$ cat src/rtl/cpu_fetch.sv
// rtl/cpu_fetch.sv - instruction fetch unit: program counter plus two-byte instruction fetch
package cpu_common;
    typedef enum logic [1:0] {
        FETCH_NOP    = 2'd0,
        FETCH_INC_PC = 2'd1,
        FETCH_RET    = 2'd2
    } fetch_operation_t;
endpackage

module cpu_fetch #(
    parameter int PC_WIDTH = 13
) (
    input  logic                         clk,
    input  logic                         rst,
    input  cpu_common::fetch_operation_t fetch_op_i,
    input  logic [PC_WIDTH-1:0]          ret_addr_i,
    output logic [PC_WIDTH-1:0]          mem_addr_o,
    output logic                         mem_rd_o,
    input  logic                         mem_gnt_i,
    input  logic [7:0]                   mem_data_i,
    output logic [15:0]                  inst_o,
    output logic                         inst_valid_o,
    output logic [PC_WIDTH-1:0]          pc_o
);
    typedef enum logic [2:0] {
        S_REQ_LO = 3'd0,
        S_CAP_LO = 3'd1,
        S_REQ_HI = 3'd2,
        S_CAP_HI = 3'd3,
        S_READY  = 3'd4
    } state_t;

    state_t              r_state;
    state_t              w_next_state;
    logic [PC_WIDTH-1:0] r_pc;
    logic [15:0]         r_inst;
    logic [PC_WIDTH-1:0] w_pc_plus1;
    logic [PC_WIDTH-1:0] w_pc_plus2;
    logic                w_accept;

    // Address arithmetic wraps naturally at the PC width.
    assign w_pc_plus1 = r_pc + PC_WIDTH'(1);
    assign w_pc_plus2 = r_pc + PC_WIDTH'(2);
    assign w_accept   = (fetch_op_i == cpu_common::FETCH_INC_PC) ||
                        (fetch_op_i == cpu_common::FETCH_RET);

    assign inst_o = r_inst;
    assign pc_o   = r_pc;

    // State register; reset restarts the fetch at REQ_LO from any state.
    always_ff @(posedge clk) begin
        if (rst) begin
            r_state <= S_REQ_LO;
        end else begin
            r_state <= w_next_state;
        end
    end

    // Datapath: byte capture, pc advance after the high byte, pc load on return.
    always_ff @(posedge clk) begin
        if (rst) begin
            r_pc   <= '0;
            r_inst <= '0;
        end else begin
            case (r_state)
                S_CAP_LO: r_inst[7:0] <= mem_data_i;
                S_CAP_HI: begin
                    r_inst[15:8] <= mem_data_i;
                    r_pc         <= w_pc_plus2;
                end
                S_READY: begin
                    if (fetch_op_i == cpu_common::FETCH_RET) begin
                        r_pc <= ret_addr_i;
                    end
                end
                default: begin
                end
            endcase
        end
    end

    // Next state and state-decoded memory/valid outputs, forced quiet during reset.
    always_comb begin
        w_next_state = r_state;
        mem_rd_o     = 1'b0;
        mem_addr_o   = '0;
        inst_valid_o = 1'b0;
        case (r_state)
            S_REQ_LO: begin
                mem_rd_o   = 1'b1;
                mem_addr_o = r_pc;
                if (mem_gnt_i) begin
                    w_next_state = S_CAP_LO;
                end
            end
            S_CAP_LO: w_next_state = S_REQ_HI;
            S_REQ_HI: begin
                mem_rd_o   = 1'b1;
                mem_addr_o = w_pc_plus1;
                if (mem_gnt_i) begin
                    w_next_state = S_CAP_HI;
                end
            end
            S_CAP_HI: w_next_state = S_READY;
            S_READY: begin
                inst_valid_o = 1'b1;
                if (w_accept) begin
                    w_next_state = S_REQ_LO;
                end
            end
            default: w_next_state = S_REQ_LO;
        endcase
        if (rst) begin
            mem_rd_o     = 1'b0;
            mem_addr_o   = '0;
            inst_valid_o = 1'b0;
        end
    end
endmodule

$ cat config.mk
export PLATFORM = sky130hd
export DESIGN_NAME = cpu_fetch
export DESIGN_NICKNAME = d
export VERILOG_FILES = /design/src/rtl/cpu_fetch.sv
export SDC_FILE = /design/constraint.sdc
export NUM_CORES = 1
export LEC_CHECK = 0
export ABC_AREA = 1
export BUFFER_PORTS_ARGS = -buffer_cell sky130_fd_sc_hd__buf_2
export CORE_ASPECT_RATIO = 1.1
export CORE_MARGIN = 5
export CORE_UTILIZATION = 44
export CTS_CLUSTER_DIAMETER = 100
export DETAILED_ROUTE_END_ITERATION = 8
export PLACE_DENSITY = 0.82
export SLEW_MARGIN = 20
export SYNTH_ARGS = -nofsm -noshare
export SYNTH_HDL_FRONTEND = slang
export SYNTH_SLANG_ARGS = --single-unit
$ cat constraint.sdc
create_clock -name clk -period 1.4 [get_ports clk]
set_clock_uncertainty 0.05 [all_clocks]
set_input_delay 0.14 -clock clk [delete_from_list [all_inputs] [get_ports clk]]
set_output_delay 0.14 -clock clk [all_outputs]
set_load 0.01 [all_outputs]
Word level (Yosys, flattened, before mapping)
Cells that the tools add are included.

operators by class
  eq/ne operators = 10
  muxes and demuxes = 12
  reductions and logical operators = 6
  add/sub/neg operators = 2

operator list
  kind                                                 count
  case mux 13 bit (2 select lines)                     2
  2-to-1 mux 13 bit                                    2
  case mux 3 bit (5 select lines)                      1
  adder 13 x 1 -> 13 bit, second input constant        1
  adder 13 x 2 -> 13 bit, second input constant        1
  2-to-1 mux 3 bit                                     3
  != test 2 bit, second input constant                 4
  equality test 3 x 2 -> 1 bit, second input constant  2
  2-to-1 mux 1 bit                                     4
  equality test 3 x 1 -> 1 bit, second input constant  1
  equality test 3 bit, second input constant           1
  logical NOT 3 bit                                    1
  AND reduction 3 bit                                  1
  equality test 2 x 1 -> 1 bit, second input constant  1
  equality test 2 bit, second input constant           1
  AND reduction 2 bit                                  1
  nonzero test 2 bit                                   1
  OR reduction 2 bit                                   1
  logical OR 1 bit                                     1

word-level totals
  input port bits = 26
  register bits = 32
  word-level logic and storage cells = 34

Logic depth before layout (Yosys ltp)
Gate-level depths: netlist of the first run.

  depth after elaboration = 4
  depth in mapped cells = 10

Least setup slack after synthesis of the first run
No wires, ideal clock.

  path type = flip-flop to output port
  start = register r_pc[2], in the netlist pc_o[2]
  end = output port mem_addr_o[11]
  cell stages (with the launch flop) = 10
  data required time = 1.210 ns
  setup slack = -0.340 ns
  arrival = 1.550 ns
  cells stage by stage = dfxtp_1 > ha_1 > nand3_2 > nor2_2 > inv_1 > nor2_1 > nand2_1 > nor2_1 > nor2_1 > nor2_1

on the way
  longest elaborated chain between the ends = 3

RTL lines
  item                              RTL line  source
  start, declared                   35        logic [PC_WIDTH-1:0] r_pc;
  start signal, assigned            69        r_pc <= w_pc_plus2;
  start signal, assigned            73        r_pc <= ret_addr_i;
  adder 13 x 1 -> 13 bit            42        assign w_pc_plus1 = r_pc + PC_WIDTH'(1);
  case mux 13 bit (2 select lines)  88        case (r_state)
  2-to-1 mux 13 bit                 113       if (rst) begin
  end, declared                     17        output logic [PC_WIDTH-1:0] mem_addr_o,

Every way passes these cells.

Final worst setup path of the first run
  start = register r_pc[1], in the netlist pc_o[1]
  end = output port mem_addr_o[11]

Same word-level chain as after synthesis.

==> metrics.md, run 1 <==
| Metric | Value |
|---|---|
| P per Cell Area | `724.2 nW/µm²` |
| Fin crit share | `1.384` |
| Die H | `78.23 µm` |
| Die area | `5634 µm²` |
| Root buf cell | `clkbuf_8` |
| Max-cap violation count | `0` |
| Critical path type | `reg2out` |
| Post-synthesis mux area share | `0` |
| Final wirelength | `7344 µm` |
| Most used cell, CP | `nor2_4` |
| H-tree depth | `2` |
| Finished Core Util | `0.8022` |
| Total track usage | `0.2522` |
| Num ports | `70` |
| Worst path required time | `1.21 ns` |
| Setup ws final | `-0.5372 ns` |
| Clock Path Buffers | `2` |
| Synth cell types | `29` |
| CP endpoint kind | `output port` |
| Leakage | `1.520 nW` |
| Setup tns final | `-6.000 ns` |
| Post-Synth Adder-Cell Area | `0.02016` |
| Initial Utilization | `0.4627` |
| Most common cell after layout, fill and taps aside | `buf_2` |
| Initial DRC Count | `167` |
| Die X | `72.02 µm` |
| Vias in the first global route | `2500` |
| Main combinational cell family by area after synthesis | `simple AND/OR/NAND/NOR gates` |
| CTS Buf Count | `5` |
| Post-Place Cell Area | `2694 µm²` |
| Clk slew on worst S/H paths | `0.07 ns` |
| # fillers | `263` |
| Row count | `24` |
| Seq/Total Area, Yosys | `0.3441` |
| Failing checks | `setup timing` |
| F_max | `516.2 MHz` |
| Largest fanout on the critical path | `5` |
| Final ANT Viol Nets | `0` |
| CTS tree | `built` |
| CP max-delay cell | `dfxtp_4` |
| CTS Sinks | `32` |
| Diode count | `0` |
| PortBufs | `69` |
| Predominant post-synthesis flop cell | `dfxtp_1` |
| Syn Std Cell Area | `1862 µm²` |
| Worst skew pair latency | `0.30 ns` |
| Final Hold Viols | `0` |
| R2R Setup Slk | `-0.08 ns` |
| RSZ-0062 raised after global routing | `yes` |
| Post-detail-place hpwl | `4725 µm` |
| Compound-cell area share of the yosys netlist | `0.1808` |
| Crit path arrival time | `1.75 ns` |
| Drt pass-1 iters | `5` |
| First-pass GRT wire length | `11300 µm` |
| Initial antenna violation count | `0` |
| Slowest stage delay, CP | `0.39 ns` |
| Status | `complete, but fails checks` |
| Hold Path Class | `in2reg` |
| Largest net degree at the start of global routing | `17` |
| WL/cell | `15.43 µm` |
| DRC viols | `0` |
| Layout cell share with drive strength beyond 1 | `0.5142` |
| Post-synth EDFFs | `0` |
| Post-route cell area | `3228 µm²` |
| Least-Margin Pin Slew | `0.4211 ns` |
| Cell family with the largest share of critical-path delay | `simple AND/OR/NAND/NOR gates` |
| Via-per-instance ratio | `5.382` |
| Core area | `4024 µm²` |
| Tot Pwr | `2.338 mW` |
| Placer Congestion | `0.9260` |
| Congestion Overflow GR | `0` |
| Post-synthesis register bit count | `32` |
| Worst path bufs/invs | `2` |
| Syn avg cell area | `6.442 µm²` |
| Vias | `2562` |
| Post-synthesis async set-or-reset flop share | `0` |
| Final #Nets | `453` |
| Endpoints failing setup | `24` |
| Slew Limit Headroom | `0.7189` |
| Final Max Slew Viols | `0` |
| Most frequent cells in the layout | `68 x buf_2, 50 x nand2_1, 50 x buf_4, 42 x nor2_1, 24 x dfxtp_1` |
| Mapped Cells | `289` |
| Worst-case vdd ir drop | `915.7 µV` |
| Synth-to-layout area growth | `73.39%` |
| Cells along the critical path | `ha_4 > nand3_4 > nor2_4 > inv_2 > nor2_4 > nand2_4 > nor2_4 > nand2_1 > nand2_1 > nor2_2 > buf_2` |
| Simple-gate portion of the synthesized area | `0.3508` |
| CP Launch Type | `register` |
| Ys Warns | `0` |
| Syn Nets | `318` |
| XOR/XNOR share of the synthesized area | `0.009409` |
| Post-layout min period | `1.937 ns` |
==> through the flow <==
stage | cells | hold slack [ns] | setup WS [ns]
final | 476 | 0.02753 | -0.5372
after global routing | 476 | 0.05987 | -0.6501
after CTS | 472 | 0.03402 | -0.4807
after detailed placement | 455 | 0.3359 | -0.2214
after global placement | 455 | 0.3259 | -0.1662
after floorplan | 289 | 0.2249 | -0.08199
==> registers in the layout, indices dropped and copies added, names as in the netlist <==
signal / flops
inst_o: 16
pc_o: 13
r_state: 3
==> where the power goes <==
group          leakage [nW]  internal, mW  switching (mW)
logic                  1.20         0.252           0.283
registers             0.265         0.956          0.0472
clock network        0.0503         0.438           0.362
==> metal layers <==
| metal | vias up | part of all wire | GRT usage | routed length, µm |
|---|---|---|---|---|
| met4 | 0 | 0.035 | 0.1184 | 256 |
| met2 | 147 | 0.51 | 0.4540 | 3727 |
| met3 | 31 | 0.093 | 0.07280 | 682 |
| met1 | 1177 | 0.36 | 0.2671 | 2677 |
| li1 | 1207 | - | - | - |
| met5 | - | 0 | 0 | 0 |
==> kinds of logic (layout without fill, tap and decap cells) <==
kind of cell               count (synthesis)  in the layout
xor gates and xnor gates                   2              2
and+or+nand+nor                          145            145
adders and majority gates                  3              3
buffers and inverters                     41            176
AOI/OAI and AO/OA                         66             66
DFF                                       32             32
==> tightest hold or removal path, delay by kind of cell <==
kind                   cells  cell delay [ns]
AND/OR/NAND/NOR            2             0.11
buffers and inverters      1             0.08
==> Yosys cell counts, types with 3 or more instances <==
cell type / instances / area, µm²
a21oi_1: 25 / 125.1
a31oi_1: 3 / 18.77
buf_2: 4 / 20.02
clkbuf_1: 3 / 11.26
dfxtp_1: 32 / 640.6
ha_1: 3 / 37.54
inv_1: 27 / 101.4
nand2_1: 55 / 206.5
nand3_1: 15 / 75.07
nand4_1: 3 / 18.77
nor2_1: 55 / 206.5
nor3_1: 4 / 20.02
o21ai_0: 34 / 170.2
o21ai_1: 3 / 15.01
or2_0: 3 / 18.77
==> final cells by class <==
type,count,area [µm²],area share
tap,52,65.06,0.02016
timing repair buffer,138,962.2,0.2981
sequential,32,663.1,0.2054
multi-input combinational,216,1314,0.4070
clock buffer,7,96.34,0.02984
inverter,31,127.6,0.03953
==> what timing repair did <==
| item | in CTS | in global routing |
|---|---|---|
| hold buffers | 0 | 0 |
| gates cloned | 0 | 1 |
| gates resized for setup | 46 | 55 |
| setup endpoints to repair | 33 | 42 |
| pin swaps | 14 | 18 |
| setup buffers | 10 | 5 |
==> worst paths after layout <==
check / from / end / depth (start not counted)
worst max-delay path: pc_o[1]$_SDFFE_PP0P_ / mem_addr_o[11] / 11
worst min-delay path: mem_data_i[7] / inst_o[7]$_SDFFE_PP0N_ / 3
worst max register to register: pc_o[2]$_SDFFE_PP0P_ / pc_o[4]$_SDFFE_PP0P_ / 8
worst min register to register: inst_o[8]$_SDFFE_PP0P_ / inst_o[8]$_SDFFE_PP0P_ / 2
Note: power is estimated with default switching activity, not from simulation.
==> run 2, diff against run 1 <==
CELL_PAD_IN_SITES_DETAIL_PLACEMENT = 1   (was default)
CELL_PAD_IN_SITES_GLOBAL_PLACEMENT = 1   (was default)
CORE_UTILIZATION = 30   (was 44)
==> metrics.md, run 2 (same netlist as run 1, synthesis figures left out) <==
| Metric | Value |
|---|---|
| Num ports | `70` |
| Leakage | `1.609 nW` |
| First-pass GRT wire length | `15300 µm` |
| Congestion Overflow GR | `0` |
| Setup ws final | `-0.5843 ns` |
| Synth-to-layout area growth | `90.12%` |
| Vias in the first global route | `2964` |
| Final instance count without filler cells | `510` |
| Worst-case vdd ir drop | `667.0 µV` |
| Clock Path Buffers | `2` |
| Least-Margin Pin Slew | `0.3110 ns` |
| CP endpoint kind | `output port` |
| DP Worst Slack | `-0.2896 ns` |
| F_max | `504.0 MHz` |
| PortBufs | `69` |
| Finished Core Util | `0.5785` |
| Initial DRC Count | `126` |
| Vias | `2723` |
| CTS Sinks | `32` |
| Max-cap violation count | `0` |
| Post-layout min period | `1.984 ns` |
| Status | `complete, but fails checks` |
| Via-per-instance ratio | `5.339` |
| Diode count | `0` |
| Final ANT Viol Nets | `0` |
| Critical path type | `reg2out` |
| Placer Congestion | `0.8796` |
| Max reg flops | `16` |
| CTS tree | `built` |
| Final wirelength | `10790 µm` |
| Failing checks | `setup timing` |
| RSZ-0062 raised after global routing | `yes` |
| Post-route cell area | `3540 µm²` |
| Total track usage | `0.2479` |
| CP Launch Type | `register` |
| DRC viols | `0` |
| Largest fanout on the critical path | `4` |
| Most common cell after layout, fill and taps aside | `buf_2` |
| Slew Limit Headroom | `0.7905` |
| Final #Nets | `458` |
| Die X | `85.11 µm` |
| Post-detail-place hpwl | `5569 µm` |
| Crit path arrival time | `1.79 ns` |
| Root buf cell | `clkbuf_8` |
| Die area | `7883 µm²` |
| WL/cell | `21.16 µm` |
| Hold Path Class | `in2reg` |
| Placed Cells | `481` |
| H-tree depth | `2` |
| # fillers | `770` |
| CTS Buf Count | `5` |
| Core area | `6118 µm²` |
| Worst path required time | `1.21 ns` |
| Die H | `92.62 µm` |
| Post-Place Cell Area | `2714 µm²` |
| Fin crit share | `1.417` |
| P per Cell Area | `754.1 nW/µm²` |
| Row count | `30` |
| Endpoints failing setup | `38` |
| Largest net degree at the start of global routing | `17` |
| Final Hold Viols | `0` |
| Most frequent cells in the layout | `69 x buf_2, 47 x buf_4, 45 x nand2_1, 39 x nor2_1, 23 x dfxtp_1` |
| Worst skew pair latency | `0.30 ns` |
| Initial antenna violation count | `0` |
| Setup tns final | `-10.90 ns` |
| Drt pass-1 iters | `5` |
| Layout cell share with drive strength beyond 1 | `0.5884` |
| Final Max Slew Viols | `0` |
| Clk slew on worst S/H paths | `0.08 ns` |
| Initial Utilization | `0.3043` |
run 2: layout make-up:
cell class / instances / area [µm²] / area share
Timing Repair Buffer: 142 / 1050 / 0.2966
Clock buffer: 7 / 96.34 / 0.02722
Tap cell: 80 / 100.1 / 0.02828
Inverter: 31 / 148.9 / 0.04206
Sequential cell: 32 / 664.4 / 0.1877
Multi-Input combinational cell: 217 / 1450 / 0.4097
Clock inverter: 1 / 30.03 / 0.008484
run 2: metrics by stage:
stage	power, mW	hold slack [ns]
2_1_floorplan	1.205	0.2249
3_3_place_gp	1.426	0.3271
3_5_place_dp	1.441	0.3361
4_1_cts	2.561	0.03216
5_1_grt	2.763	0.03959
6_report	2.669	0.02778
run 2: final timing paths:
check | startpoint | end | slack, ns | depth (start not counted)
setup / recovery | pc_o[1]$_SDFFE_PP0P_ | mem_addr_o[10] | -0.58 | 8
setup reg to reg | r_state[2]$_SDFFE_PP0P_ | pc_o[10]$_SDFFE_PP0P_ | -0.32 | 10
hold reg to reg | inst_o[10]$_SDFFE_PP0P_ | inst_o[10]$_SDFFE_PP0P_ | 0.43 | 2
hold / removal | mem_data_i[3] | inst_o[3]$_SDFFE_PP0N_ | 0.03 | 3
run 2: timing repair:
item	CTS	global route
gates cloned	2	1
hold buffers	0	0
buffers inserted	14	9
endpoints found under the setup margin	44	39
pin swaps	22	23
resized for setup	97	55
run 2: worst max-delay path: stages (launching register included):
cell     delay [ns]
dfxtp_4        0.40
ha_4           0.17
nand3_4        0.12
nor2_4         0.18
nand3_4        0.13
inv_4          0.09
nand3_2        0.08
a21oi_2        0.15
buf_2          0.17
run 2: where the power goes:
part / internal [mW] / switching [mW] / leakage, nW
clock network: 0.629 / 0.421 / 0.0645
registers: 0.955 / 0.0393 / 0.266
logic: 0.275 / 0.350 / 1.28
total: 1.86 / 0.810 / 1.61
run 2: routing by layer:
layer | GRT usage | share of wire | wire length (µm) | vias up
li1 | - | - | - | 1220
met3 | 0.07384 | 0.078 | 847 | 60
met5 | 0 | 0 | 0 | -
met2 | 0.4333 | 0.49 | 5308 | 148
met1 | 0.2645 | 0.37 | 3950 | 1295
met4 | 0.1346 | 0.063 | 684 | 0
==> run 3, diff against run 2 <==
SETUP_SLACK_MARGIN = 0.05   (was default)
==> metrics.md, run 3 (same netlist as run 1, synthesis figures left out) <==
| Metric | Value |
|---|---|
| Die X | `85.11 µm` |
| RSZ-0062 raised after global routing | `yes` |
| Total track usage | `0.2251` |
| Slowest stage delay, CP | `0.39 ns` |
| Synth-to-layout area growth | `103.6%` |
| CP Depth | `11` |
| Layout cell share with drive strength beyond 1 | `0.6449` |
| DP Worst Slack | `-0.2848 ns` |
| Worst path bufs/invs | `2` |
| Cells along the critical path | `ha_4 > nand3_4 > nor2_4 > inv_2 > nor2_4 > nand2_2 > nor2_2 > nand2_1 > nand2_1 > nor2_2 > buf_2` |
| Core area | `6118 µm²` |
| Diode count | `0` |
| CTS Hold Bufs | `0` |
| CTS Sinks | `32` |
| End of the critical path | `mem_addr_o[11]` |
| Root buf cell | `clkbuf_8` |
| Hold Path Class | `in2reg` |
| Largest fanout on the critical path | `4` |
| Most frequent cells in the layout | `66 x buf_2, 58 x buf_4, 38 x nand2_1, 31 x nor2_1, 26 x buf_6` |
| Vias in the first global route | `2772` |
| Via-per-instance ratio | `5.196` |
| R2r endpoint | `pc_o[2]$_SDFFE_PP0P_` |
| Max-cap violation count | `0` |
| Row count | `30` |
| Drt pass-1 iters | `4` |
| Slew Limit Headroom | `0.5594` |
| Vias | `2728` |
| CP max-delay cell | `dfxtp_4` |
| Final ANT Viol Nets | `0` |
| R2R Setup Slk | `-0.28 ns` |
| Endpoints failing setup | `47` |
| Status | `complete, but fails checks` |
| Clk slew on worst S/H paths | `0.08 ns` |
| Die H | `92.62 µm` |
| Num ports | `70` |
| Initial Utilization | `0.3043` |
| DRC viols | `0` |
| CTS Buf Count | `5` |
| CP Launch Type | `register` |
| Final wirelength | `11340 µm` |
| Placer Congestion | `0.8340` |
| Cell family with the largest share of critical-path delay | `simple AND/OR/NAND/NOR gates` |
| Critical path type | `reg2out` |
| Final #Nets | `473` |
| P per Cell Area | `723.7 nW/µm²` |
| Worst-case vdd ir drop | `693.1 µV` |
| Post-detail-place hpwl | `5681 µm` |
| Worst-case reg-to-reg path depth | `10` |
| Max reg flops | `16` |
| Worst path required time | `1.21 ns` |
| Die area | `7883 µm²` |
| Largest net degree at the start of global routing | `17` |
| CTS tree | `built` |
| Setup ws final | `-0.6386 ns` |
| Fin crit share | `1.456` |
| Origin of the worst setup path | `pc_o[1]$_SDFFE_PP0P_` |
| Leakage | `1.702 nW` |
| R2R Path Start | `r_state[2]$_SDFFE_PP0P_` |
| Placed Cells | `480` |
| Most common cell after layout, fill and taps aside | `buf_2` |
| Congestion Overflow GR | `0` |
| First-pass GRT wire length | `13980 µm` |
| Final Max Slew Viols | `0` |
| CP endpoint kind | `output port` |
| Failing checks | `setup timing` |
| Crit path arrival time | `1.85 ns` |
| Final Hold Viols | `0` |
| Final instance count without filler cells | `525` |
| Clock Path Buffers | `2` |
| Initial DRC Count | `119` |
| Initial antenna violation count | `0` |
| Post-layout min period | `2.039 ns` |
| Worst skew pair latency | `0.29 ns` |
| H-tree depth | `2` |
| F_max | `490.5 MHz` |
| PortBufs | `69` |
| Least-Margin Pin Slew | `0.6601 ns` |
| WL/cell | `21.61 µm` |
run 3: changes by cell type in the layout (fill, tap and decap cells not counted), moves of 3 or more:
cell / delta
inv_4: -3
nor2_1: -8
nor2_4: +4
nand2_2: +7
o21ai_2: +3
a21oi_4: +3
buf_6: +7
buf_4: +11
nand2_1: -7
buf_2: -3
nor2_2: +4
run 3: cell type report:
type                            instances  area, µm²
Multi-Input combinational cell        217       1573
Timing Repair inverter                  1      5.005
Tap cell                               80      100.1
Clock inverter                          1      30.03
Clock buffer                            7      96.34
Inverter                               31      150.1
Sequential cell                        32      663.1
Fill cell                             759       2327
Timing Repair Buffer                  156       1174
run 3: worst min-delay path by stage:
stage / cells after the start / slack (ns) / from / endpoint
detailed placement: 3 / 0.34 / mem_data_i[5] / inst_o[5]$_SDFFE_PP0N_
global placement: 3 / 0.33 / mem_data_i[6] / inst_o[6]$_SDFFE_PP0N_
global route: 3 / 0.03 / mem_data_i[0] / inst_o[0]$_SDFFE_PP0N_
CTS: 3 / 0.03 / mem_data_i[5] / inst_o[5]$_SDFFE_PP0N_
floorplan: 2 / 0.22 / mem_data_i[0] / inst_o[0]$_SDFFE_PP0N_
finish: 3 / 0.02 / mem_data_i[0] / inst_o[0]$_SDFFE_PP0N_
run 3: worst min-delay path: cells and delay by family:
family                 cells  cell delay (ns)
buffers and inverters      1             0.08
AND/OR/NAND/NOR            2             0.11
run 3: per-stage QoR:
stage / power [mW] / hold slack [ns] / utilization / instance area, µm² / TNS, ns
global placement: 1.419 / 0.3284 / 0.4436 / 2714 / -1.007
detailed placement: 1.439 / 0.3374 / 0.4436 / 2714 / -1.906
global route: 2.847 / 0.02856 / 0.6196 / 3791 / -12.79
finish: 2.744 / 0.01708 / 0.6196 / 3791 / -9.943
floorplan: 1.209 / 0.2249 / - / 1923 / -0.2015
CTS: 2.567 / 0.03007 / 0.5389 / 3297 / -5.808
run 3: repair_timing:
action | 4_1_cts | 5_1_grt
endpoints found under the setup margin | 45 | 47
cloned | 1 | 2
pin swaps | 28 | 44
resized for setup | 96 | 91
setup buffers | 15 | 23
run 3: layer usage:
metal	share of wire	vias to the layer above	wire, µm	GRT usage
met5	0	-	0	0
met2	0.50	127	5696	0.3996
met3	0.063	50	712	0.05783
li1	-	1243	-	-
met4	0.058	0	654	0.1108
met1	0.38	1308	4280	0.2451
run 3: power breakdown:
| group | internal, mW | total [mW] | switching [mW] |
|---|---|---|---|
| clock | 0.629 | 1.02 | 0.389 |
| combinational | 0.333 | 0.722 | 0.390 |
| sequential | 0.955 | 1.00 | 0.0477 |
| total | 1.92 | 2.74 | 0.827 |
